File: src/rtl/regfile_wb_sched_if.sv
// Bundles the write-back requester, issue/scoreboard-query and register-file
// write-port signals of regfile_wb_sched.
interface regfile_wb_sched_if #(
    parameter int WIDTH = 32,
    parameter int DEPTH = 32
);
    localparam int AW = $clog2(DEPTH);

    // Requester handshake: a write transfers on a cycle where valid && ready.
    // While valid and not ready, the requester holds addr/data stable.
    logic             req0_valid;
    logic [AW-1:0]    req0_addr;
    logic [WIDTH-1:0] req0_data;
    logic             req0_ready;
    logic             req1_valid;
    logic [AW-1:0]    req1_addr;
    logic [WIDTH-1:0] req1_data;
    logic             req1_ready;

    logic             iss_valid;
    logic [AW-1:0]    iss_addr;
    logic [AW-1:0]    chk_addr0;
    logic [AW-1:0]    chk_addr1;
    logic             chk_busy0;
    logic             chk_busy1;

    logic             we0;
    logic [AW-1:0]    wr_addr0;
    logic [WIDTH-1:0] wr_din0;

    modport master (
        output req0_valid, req0_addr, req0_data,
        input  req0_ready,
        output req1_valid, req1_addr, req1_data,
        input  req1_ready,
        output iss_valid, iss_addr, chk_addr0, chk_addr1,
        input  chk_busy0, chk_busy1,
        input  we0, wr_addr0, wr_din0
    );

    modport slave (
        input  req0_valid, req0_addr, req0_data,
        output req0_ready,
        input  req1_valid, req1_addr, req1_data,
        output req1_ready,
        input  iss_valid, iss_addr, chk_addr0, chk_addr1,
        output chk_busy0, chk_busy1,
        output we0, wr_addr0, wr_din0
    );
endinterface

File: src/rtl/regfile_wb_sched.sv
// Round-robin write-back scheduler for the register-file write port, with a
// registered output stage and a per-register busy scoreboard.
module regfile_wb_sched #(
    parameter int WIDTH = 32,
    parameter int DEPTH = 32
) (
    input  logic               clk,
    input  logic               rst,
    regfile_wb_sched_if.slave  wb
);
    localparam int AW = $clog2(DEPTH);

    logic             r_prio;
    logic             r_we0;
    logic [AW-1:0]    r_wr_addr0;
    logic [WIDTH-1:0] r_wr_din0;
    logic [DEPTH-1:0] r_busy;

    logic [1:0]       w_grant;
    logic             w_hs;
    logic [AW-1:0]    w_sel_addr;
    logic [WIDTH-1:0] w_sel_data;
    logic [DEPTH-1:0] w_busy_nxt;

    // r_prio names the requester that wins when both are valid.
    always_comb begin
        w_grant = 2'b00;
        if (wb.req0_valid && wb.req1_valid) begin
            w_grant = r_prio ? 2'b10 : 2'b01;
        end else begin
            w_grant = {wb.req1_valid, wb.req0_valid};
        end
    end

    assign wb.req0_ready = w_grant[0];
    assign wb.req1_ready = w_grant[1];
    assign w_hs          = |w_grant;
    assign w_sel_addr    = w_grant[1] ? wb.req1_addr : wb.req0_addr;
    assign w_sel_data    = w_grant[1] ? wb.req1_data : wb.req0_data;

    always_ff @(posedge clk or negedge rst) begin
        if (!rst) begin
            r_prio <= 1'b0;
        end else if (w_hs) begin
            r_prio <= w_grant[0];
        end
    end

    always_ff @(posedge clk or negedge rst) begin
        if (!rst) begin
            r_we0      <= 1'b0;
            r_wr_addr0 <= '0;
            r_wr_din0  <= '0;
        end else if (w_hs) begin
            r_we0      <= (w_sel_addr != '0);
            r_wr_addr0 <= w_sel_addr;
            r_wr_din0  <= w_sel_data;
        end else begin
            r_we0      <= 1'b0;
        end
    end

    // Clear first so that a same-edge set for a new producer wins.
    always_comb begin
        w_busy_nxt = r_busy;
        if (r_we0) begin
            w_busy_nxt[r_wr_addr0] = 1'b0;
        end
        if (wb.iss_valid) begin
            w_busy_nxt[wb.iss_addr] = 1'b1;
        end
        w_busy_nxt[0] = 1'b0;
    end

    always_ff @(posedge clk or negedge rst) begin
        if (!rst) begin
            r_busy <= '0;
        end else begin
            r_busy <= w_busy_nxt;
        end
    end

    assign wb.chk_busy0 = r_busy[wb.chk_addr0];
    assign wb.chk_busy1 = r_busy[wb.chk_addr1];
    assign wb.we0       = r_we0;
    assign wb.wr_addr0  = r_wr_addr0;
    assign wb.wr_din0   = r_wr_din0;
endmodule

File: src/flat_wrapper.sv
// flat-port wrapper written by rule: the top's interface ports become plain ports
module regfile_wb_sched_flat 
#(
    parameter int WIDTH = 32,
    parameter int DEPTH = 32
)
  (clk, rst, wb_req0_valid, wb_req0_addr, wb_req0_data, wb_req0_ready, wb_req1_valid, wb_req1_addr, wb_req1_data, wb_req1_ready, wb_iss_valid, wb_iss_addr, wb_chk_addr0, wb_chk_addr1, wb_chk_busy0, wb_chk_busy1, wb_we0, wb_wr_addr0, wb_wr_din0);
  regfile_wb_sched_if #(.WIDTH(WIDTH), .DEPTH(DEPTH)) wb_i ();
  input  logic clk;
  input  logic rst;
  input wire logic [$bits(wb_i.req0_valid)-1:0] wb_req0_valid;
  input wire logic [$bits(wb_i.req0_addr)-1:0] wb_req0_addr;
  input wire logic [$bits(wb_i.req0_data)-1:0] wb_req0_data;
  output wire logic [$bits(wb_i.req0_ready)-1:0] wb_req0_ready;
  input wire logic [$bits(wb_i.req1_valid)-1:0] wb_req1_valid;
  input wire logic [$bits(wb_i.req1_addr)-1:0] wb_req1_addr;
  input wire logic [$bits(wb_i.req1_data)-1:0] wb_req1_data;
  output wire logic [$bits(wb_i.req1_ready)-1:0] wb_req1_ready;
  input wire logic [$bits(wb_i.iss_valid)-1:0] wb_iss_valid;
  input wire logic [$bits(wb_i.iss_addr)-1:0] wb_iss_addr;
  input wire logic [$bits(wb_i.chk_addr0)-1:0] wb_chk_addr0;
  input wire logic [$bits(wb_i.chk_addr1)-1:0] wb_chk_addr1;
  output wire logic [$bits(wb_i.chk_busy0)-1:0] wb_chk_busy0;
  output wire logic [$bits(wb_i.chk_busy1)-1:0] wb_chk_busy1;
  output wire logic [$bits(wb_i.we0)-1:0] wb_we0;
  output wire logic [$bits(wb_i.wr_addr0)-1:0] wb_wr_addr0;
  output wire logic [$bits(wb_i.wr_din0)-1:0] wb_wr_din0;
  assign wb_i.req0_valid = wb_req0_valid;
  assign wb_i.req0_addr = wb_req0_addr;
  assign wb_i.req0_data = wb_req0_data;
  assign wb_req0_ready = wb_i.req0_ready;
  assign wb_i.req1_valid = wb_req1_valid;
  assign wb_i.req1_addr = wb_req1_addr;
  assign wb_i.req1_data = wb_req1_data;
  assign wb_req1_ready = wb_i.req1_ready;
  assign wb_i.iss_valid = wb_iss_valid;
  assign wb_i.iss_addr = wb_iss_addr;
  assign wb_i.chk_addr0 = wb_chk_addr0;
  assign wb_i.chk_addr1 = wb_chk_addr1;
  assign wb_chk_busy0 = wb_i.chk_busy0;
  assign wb_chk_busy1 = wb_i.chk_busy1;
  assign wb_we0 = wb_i.we0;
  assign wb_wr_addr0 = wb_i.wr_addr0;
  assign wb_wr_din0 = wb_i.wr_din0;
  regfile_wb_sched #(.WIDTH(WIDTH), .DEPTH(DEPTH)) u_core (.clk(clk), .rst(rst), .wb(wb_i));
endmodule
File: config.mk
export PLATFORM = sky130hd
export DESIGN_NAME = regfile_wb_sched_flat
export DESIGN_NICKNAME = d
export VERILOG_FILES = /design/src/rtl/regfile_wb_sched_if.sv /design/src/rtl/regfile_wb_sched.sv /design/src/flat_wrapper.sv
export SDC_FILE = /design/constraint.sdc
export NUM_CORES = 1
export LEC_CHECK = 0
export BUFFER_PORTS_ARGS = -buffer_cell sky130_fd_sc_hd__buf_4
export CORE_MARGIN = 5
export CORE_UTILIZATION = 32
export CTS_CLUSTER_SIZE = 30
export DETAILED_ROUTE_END_ITERATION = 7
export PLACE_DENSITY = 0.64
export REMOVE_ABC_BUFFERS = 1
export SLEW_MARGIN = 20
export SYNTH_ARGS = -nofsm -noshare
export SYNTH_HDL_FRONTEND = slang
export SYNTH_SLANG_ARGS = --single-unit
File: constraint.sdc
create_clock -name clk -period 2.3 [get_ports clk]
set_input_delay 0.345 -clock clk [delete_from_list [all_inputs] [get_ports clk]]
set_output_delay 0.345 -clock clk [all_outputs]
set_load 0.02 [all_outputs]
# After elaboration in Yosys (flattened, before gate mapping)
# Index checks and enable logic that the tools add are counted.
[totals]
regBits = 70
in_bits = 94
word_cells = 34
[classes]
order_cmp = 6
n_mux = 15
n_bitwise = 3
n_reduce_logical = 5
[op_table]
columns = ["cell", "n"]
rows = [
  ["32-bit 2-to-1 mux", 3],
  ["32-bit AND", 1],
  ["32-bit inverter", 1],
  ["32-bit bitwise OR", 1],
  ["5-bit by 6-bit < comparator with 1-bit output, second input constant", 4],
  ["1-bit binary-select mux with 5-bit select", 2],
  ["1-bit demux with 5-bit select", 2],
  ["5-bit by 1-bit >= comparator with 1-bit output, second input constant", 2],
  ["1-bit 2-to-1 mux", 5],
  ["5-bit 2-to-1 mux", 1],
  ["5-bit nonzero test", 1],
  ["2-bit 2-to-1 mux", 2],
  ["1-bit logical AND", 3],
  ["2-bit OR reduction", 1],
]

# Longest topological paths before layout
[logic_depth]
ltp_word = 9
ltp_mapped = 7
ltp_nobuf = 5

# Worst setup path after synthesis
# OpenSTA, ideal clock, no wires.
[synth_timing]
path_kind = "input to output"
from = "input port wb_chk_addr0[0]"
to = "output port wb_chk_busy0"
arrival_time_ns = 1.481
required_time_ns = 1.955
setup_slack_ns = 0.474
path_stages = 5
n_path_buf = 1
path_cell_list = "buf_2 > mux4_2 > nand2b_1 > o211ai_1 > nand4_1"
[synth_between]
elab_chain_cells = 2
[synth_lines]
columns = ["element", "line", "text"]
rows = [
  ["start, declared", "flat_wrapper.sv:21", "input wire logic [$bits(wb_i.chk_addr0)-1:0] wb_chk_addr0;"],
  ["1-bit binary-select mux with 5-bit select", "regfile_wb_sched.sv:83", "assign wb.chk_busy0 = r_busy[wb.chk_addr0];"],
  ["1-bit 2-to-1 mux (not written as such)", "regfile_wb_sched.sv:83", ""],
  ["end, declared", "flat_wrapper.sv:23", "output wire logic [$bits(wb_i.chk_busy0)-1:0] wb_chk_busy0;"],
]
# No other way between the ends. The select of a mux whose other input is x is not followed.

# Worst setup path after layout
[layout_timing]
from = "register u_core.r_busy[20]"
to = "output port wb_chk_busy0"
[layout_between]
elab_chain_cells = 2
[layout_lines]
columns = ["element", "line", "text"]
rows = [
  ["start, declared", "regfile_wb_sched.sv:17", "logic [DEPTH-1:0] r_busy;"],
  ["start signal, assigned", "regfile_wb_sched.sv:79", "r_busy <= w_busy_nxt;"],
  ["1-bit binary-select mux with 5-bit select", "regfile_wb_sched.sv:83", ""],
  ["1-bit 2-to-1 mux (not written as such)", "regfile_wb_sched.sv:83", ""],
]
# No other way between the ends. The select of a mux whose other input is x is not followed.

==> reports/qor.csv <==
stage,metric,value,unit
outcome,run_status,completed,
floorplanning,die_h,117,um
timing,drv_slew,0,
floorplanning,start_util,0.325,
timing,max_freq,0.484,GHz
setup_path,worst_setup_path_end_kind,output pin,
global_route,overflow,0,
detailed_routing,num_vias,3641,
floorplanning,core,11400,sq um
run,drv_cap,0,
clocking,cts_tree,yes,
synthesis,syn-cell-area,3700,sq um
finish,drive_gt1_frac,0.343,
global_route,grt_pass1_vias,3828,
setup_path,crit_arrival,1720,ps
synthesis,yosysUniqueCellTypes,31,
synthesis,synth.top_cell.area_share,0.474,
setup_path,crit_family,multiplexers,
clocking,cts_sinks,70,
timing,period_needed,2070,ps
detailed_routing,vias_per_cell,5.48,
power,vdd.ir_drop.worst,0.355,mV
timing,finalClockSkew,3.91,ps
clocking,ctsResizeCount,0,
setup_path,cp_num_buf_inv,1,
setup_path,crit_fanout,3,
finish,fin_nets,611,
setup_path,max_stage_delay,450,ps
setup_path,ff2ff_setup_slack,700,ps
timing,period_share,0.898,
setup_path,worstReg2RegStart,u_core.r_prio$_DFFE_PN0P_,
floorplanning,io_pins,136,
placed_design,dp.final_hpwl,8.90,mm
global_route,grt_pass1_wl,19.8,mm
synthesis,syn_avg_cell_area,9.46,sq um
synthesis,yosysTopAreaCell,dfrtp_1,
setup_path,reg2reg_to,u_core.wb.wr_addr0[0]$_DFFE_PN0P_,
setup_path,ff2ff_path_depth,5,
detailed_routing,ant_nets,0,
synthesis,ys_seq_area_frac,0.474,
finish,final_util,0.450,
clocking,post_cts_buffers,0,
synthesis,synth_common_cells,"dfrtp_1, o21ai_0, nor2_1",
timing,report.final.hold_viol_count,0,
placed_design,port_buffers,135,
clocking,cts_hold_buf,0,
synthesis,async_flop_share,1.00,
placed_design,post-place-ws,403,ps
clocking,h-tree-depth,3,
floorplanning,dieArea,13800,sq um
hold_path,hold_class,primary input to asynchronous set/reset pin,
synthesis,ys_warn_count,0,
detailed_routing,remaining_drc_errors,0,
timing,tightestPinTransition,881,ps
synthesis,synth_edf_count,0,
clocking,worstSkewPairLatency,320,ps
floorplanning,die_x,117,um
finish,num_antenna_cells,0,
synthesis,synthFlopType,dfrtp_1,
finish,area_growth,38.3,%
timing,setup_slack,234,ps
detailed_routing,wl_per_cell,18.1,um
detailed_routing,wirelength,12.1,mm
setup_path,path_class,register to output pin,
synthesis,syn_inst,391,
global_route,grt_max_degree,71,
placed_design,dp_cells,649,
clocking,clockBufferDepth,2,
setup_path,cp-start-kind,register,
floorplanning,row_count,39,
finish,fin_cells,665,
power,leakage,0.00229,uW
synthesis,yosysMostFrequentCell,dfrtp_1,
clocking,clkTransAtPathRegs,60,ps
detailed_routing,drt_iter0_markers,279,
setup_path,crit_slowest_cell,mux4_2,
clocking,cts_buffers,9,
timing,rsz0062_at_grt,false,
synthesis,synth_area_leaders,"dfrtp_1, o21ai_0, mux2i_1",
setup_path,path_cells,mux4_2 > nand2b_1 > o2111ai_1 > nand4_1 > buf_4,
global_route,gr-usage-all-layers,0.173,
detailed_routing,firstDrtPassIters,4,
global_route,antenna_found_initial,0,
timing,tns,0,ps
setup_path,required,1960,ps
timing,relSlewSlack,0.412,
clocking,root_buffer,clkbuf_16,
timing,finalSetupViolations,0,
power,p_per_area,906,nW/um^2
synthesis,ys_seq_elements,70,
placed_design,place_congestion,0.938,
-- layer usage --
metal,up-vias,track usage,wire [um]
met4,0,0.0523,230
met5,-,0,0
met3,19,0.0817,1480
li1,1687,-,-
met1,1753,0.218,5020
met2,182,0.266,5330
-- metrics by stage --
| stage | hold WS (ps) | cell area (sq um) | power (uW) |
|---|---|---|---|
| floorplan | 49.4 | 3580 | 2610 |
| global placement | 493 | 4810 | 3200 |
| detailed placement | 508 | 4810 | 3260 |
| CTS | 191 | 5110 | 4660 |
| global route | 242 | 5110 | 4910 |
| finish | 147 | 5110 | 4630 |
-- cell families after synthesis --
logic type	Yosys count	synth area share
and+or+nand+nor	119	0.151
DFF	70	0.474
AOI/OAI and AO/OA	130	0.215
muxes	36	0.118
buffers and inverters	36	0.0426
-- sequential cells by signal, indices dropped and copies added, names as in the netlist --
| signal | cells |
|---|---|
| u_core.r_prio | 1 |
| u_core.wb.wr_din0 | 32 |
| u_core.wb.wr_addr0 | 5 |
| u_core.wb.we0 | 1 |
| u_core.r_busy | 31 |
-- cell usage in the layout, fill, tap and decap left out, drive strengths merged, types with 2 or more instances in the layout --
| master | Yosys | final |
|---|---|---|
| nor2b | 4 | 4 |
| nand2 | 27 | 27 |
| nand4 | 2 | 2 |
| o21ai | 63 | 63 |
| or3 | 2 | 2 |
| nand3b | 10 | 10 |
| a21oi | 13 | 13 |
| o221a | 11 | 11 |
| mux4 | 6 | 6 |
| nand3 | 12 | 12 |
| a31oi | 10 | 10 |
| o22ai | 22 | 22 |
| a211oi | 2 | 2 |
| clkinv | 0 | 3 |
| or3b | 4 | 4 |
| buf | 17 | 140 |
| o2111ai | 2 | 2 |
| nor2 | 51 | 51 |
| mux2i | 30 | 30 |
| nand2b | 4 | 4 |
| or4 | 2 | 2 |
| dfrtp | 70 | 70 |
| a22oi | 4 | 4 |
| inv | 11 | 11 |
| clkbuf | 8 | 12 |
| o211ai | 2 | 2 |
-- worst max path at each step --
stage / start / endpoint / depth (start not counted)
5_1_grt: u_core.r_busy[23]$_DFF_PN0_ / wb_chk_busy0 / 5
3_5_place_dp: wb_chk_addr0[0] / wb_chk_busy0 / 6
3_3_place_gp: wb_chk_addr0[0] / wb_chk_busy0 / 6
6_report: u_core.r_busy[20]$_DFF_PN0_ / wb_chk_busy0 / 5
4_1_cts: u_core.r_busy[20]$_DFF_PN0_ / wb_chk_busy0 / 5
2_1_floorplan: u_core.r_prio$_DFFE_PN0P_ / u_core.wb.wr_addr0[1]$_DFFE_PN0P_ / 5
-- power breakdown --
| group | internal, uW | switching, uW |
|---|---|---|
| clock | 893 | 499 |
| sequential | 1600 | 319 |
| combinational | 648 | 670 |
-- worst reg2reg max path: cells and delay by family, from the launching register on --
kind | cells | cell delay [ps]
buffers and inverters | 1 | 280
flip-flops | 1 | 530
AO/OA/AOI/OAI | 1 | 80
AND/OR/NAND/NOR | 2 | 370
multiplexers | 1 | 210
-- cell type report --
type | count | area (sq um)
timing repair buffer | 140 | 1050
inverter | 11 | 41.3
clock inverter | 4 | 45.0
fill | 1136 | 6260
tap | 143 | 179
sequential | 70 | 1750
multi-input combinational | 285 | 1790
clock buffer | 12 | 256
No activity file was read; power rests on OpenSTA's default activity.
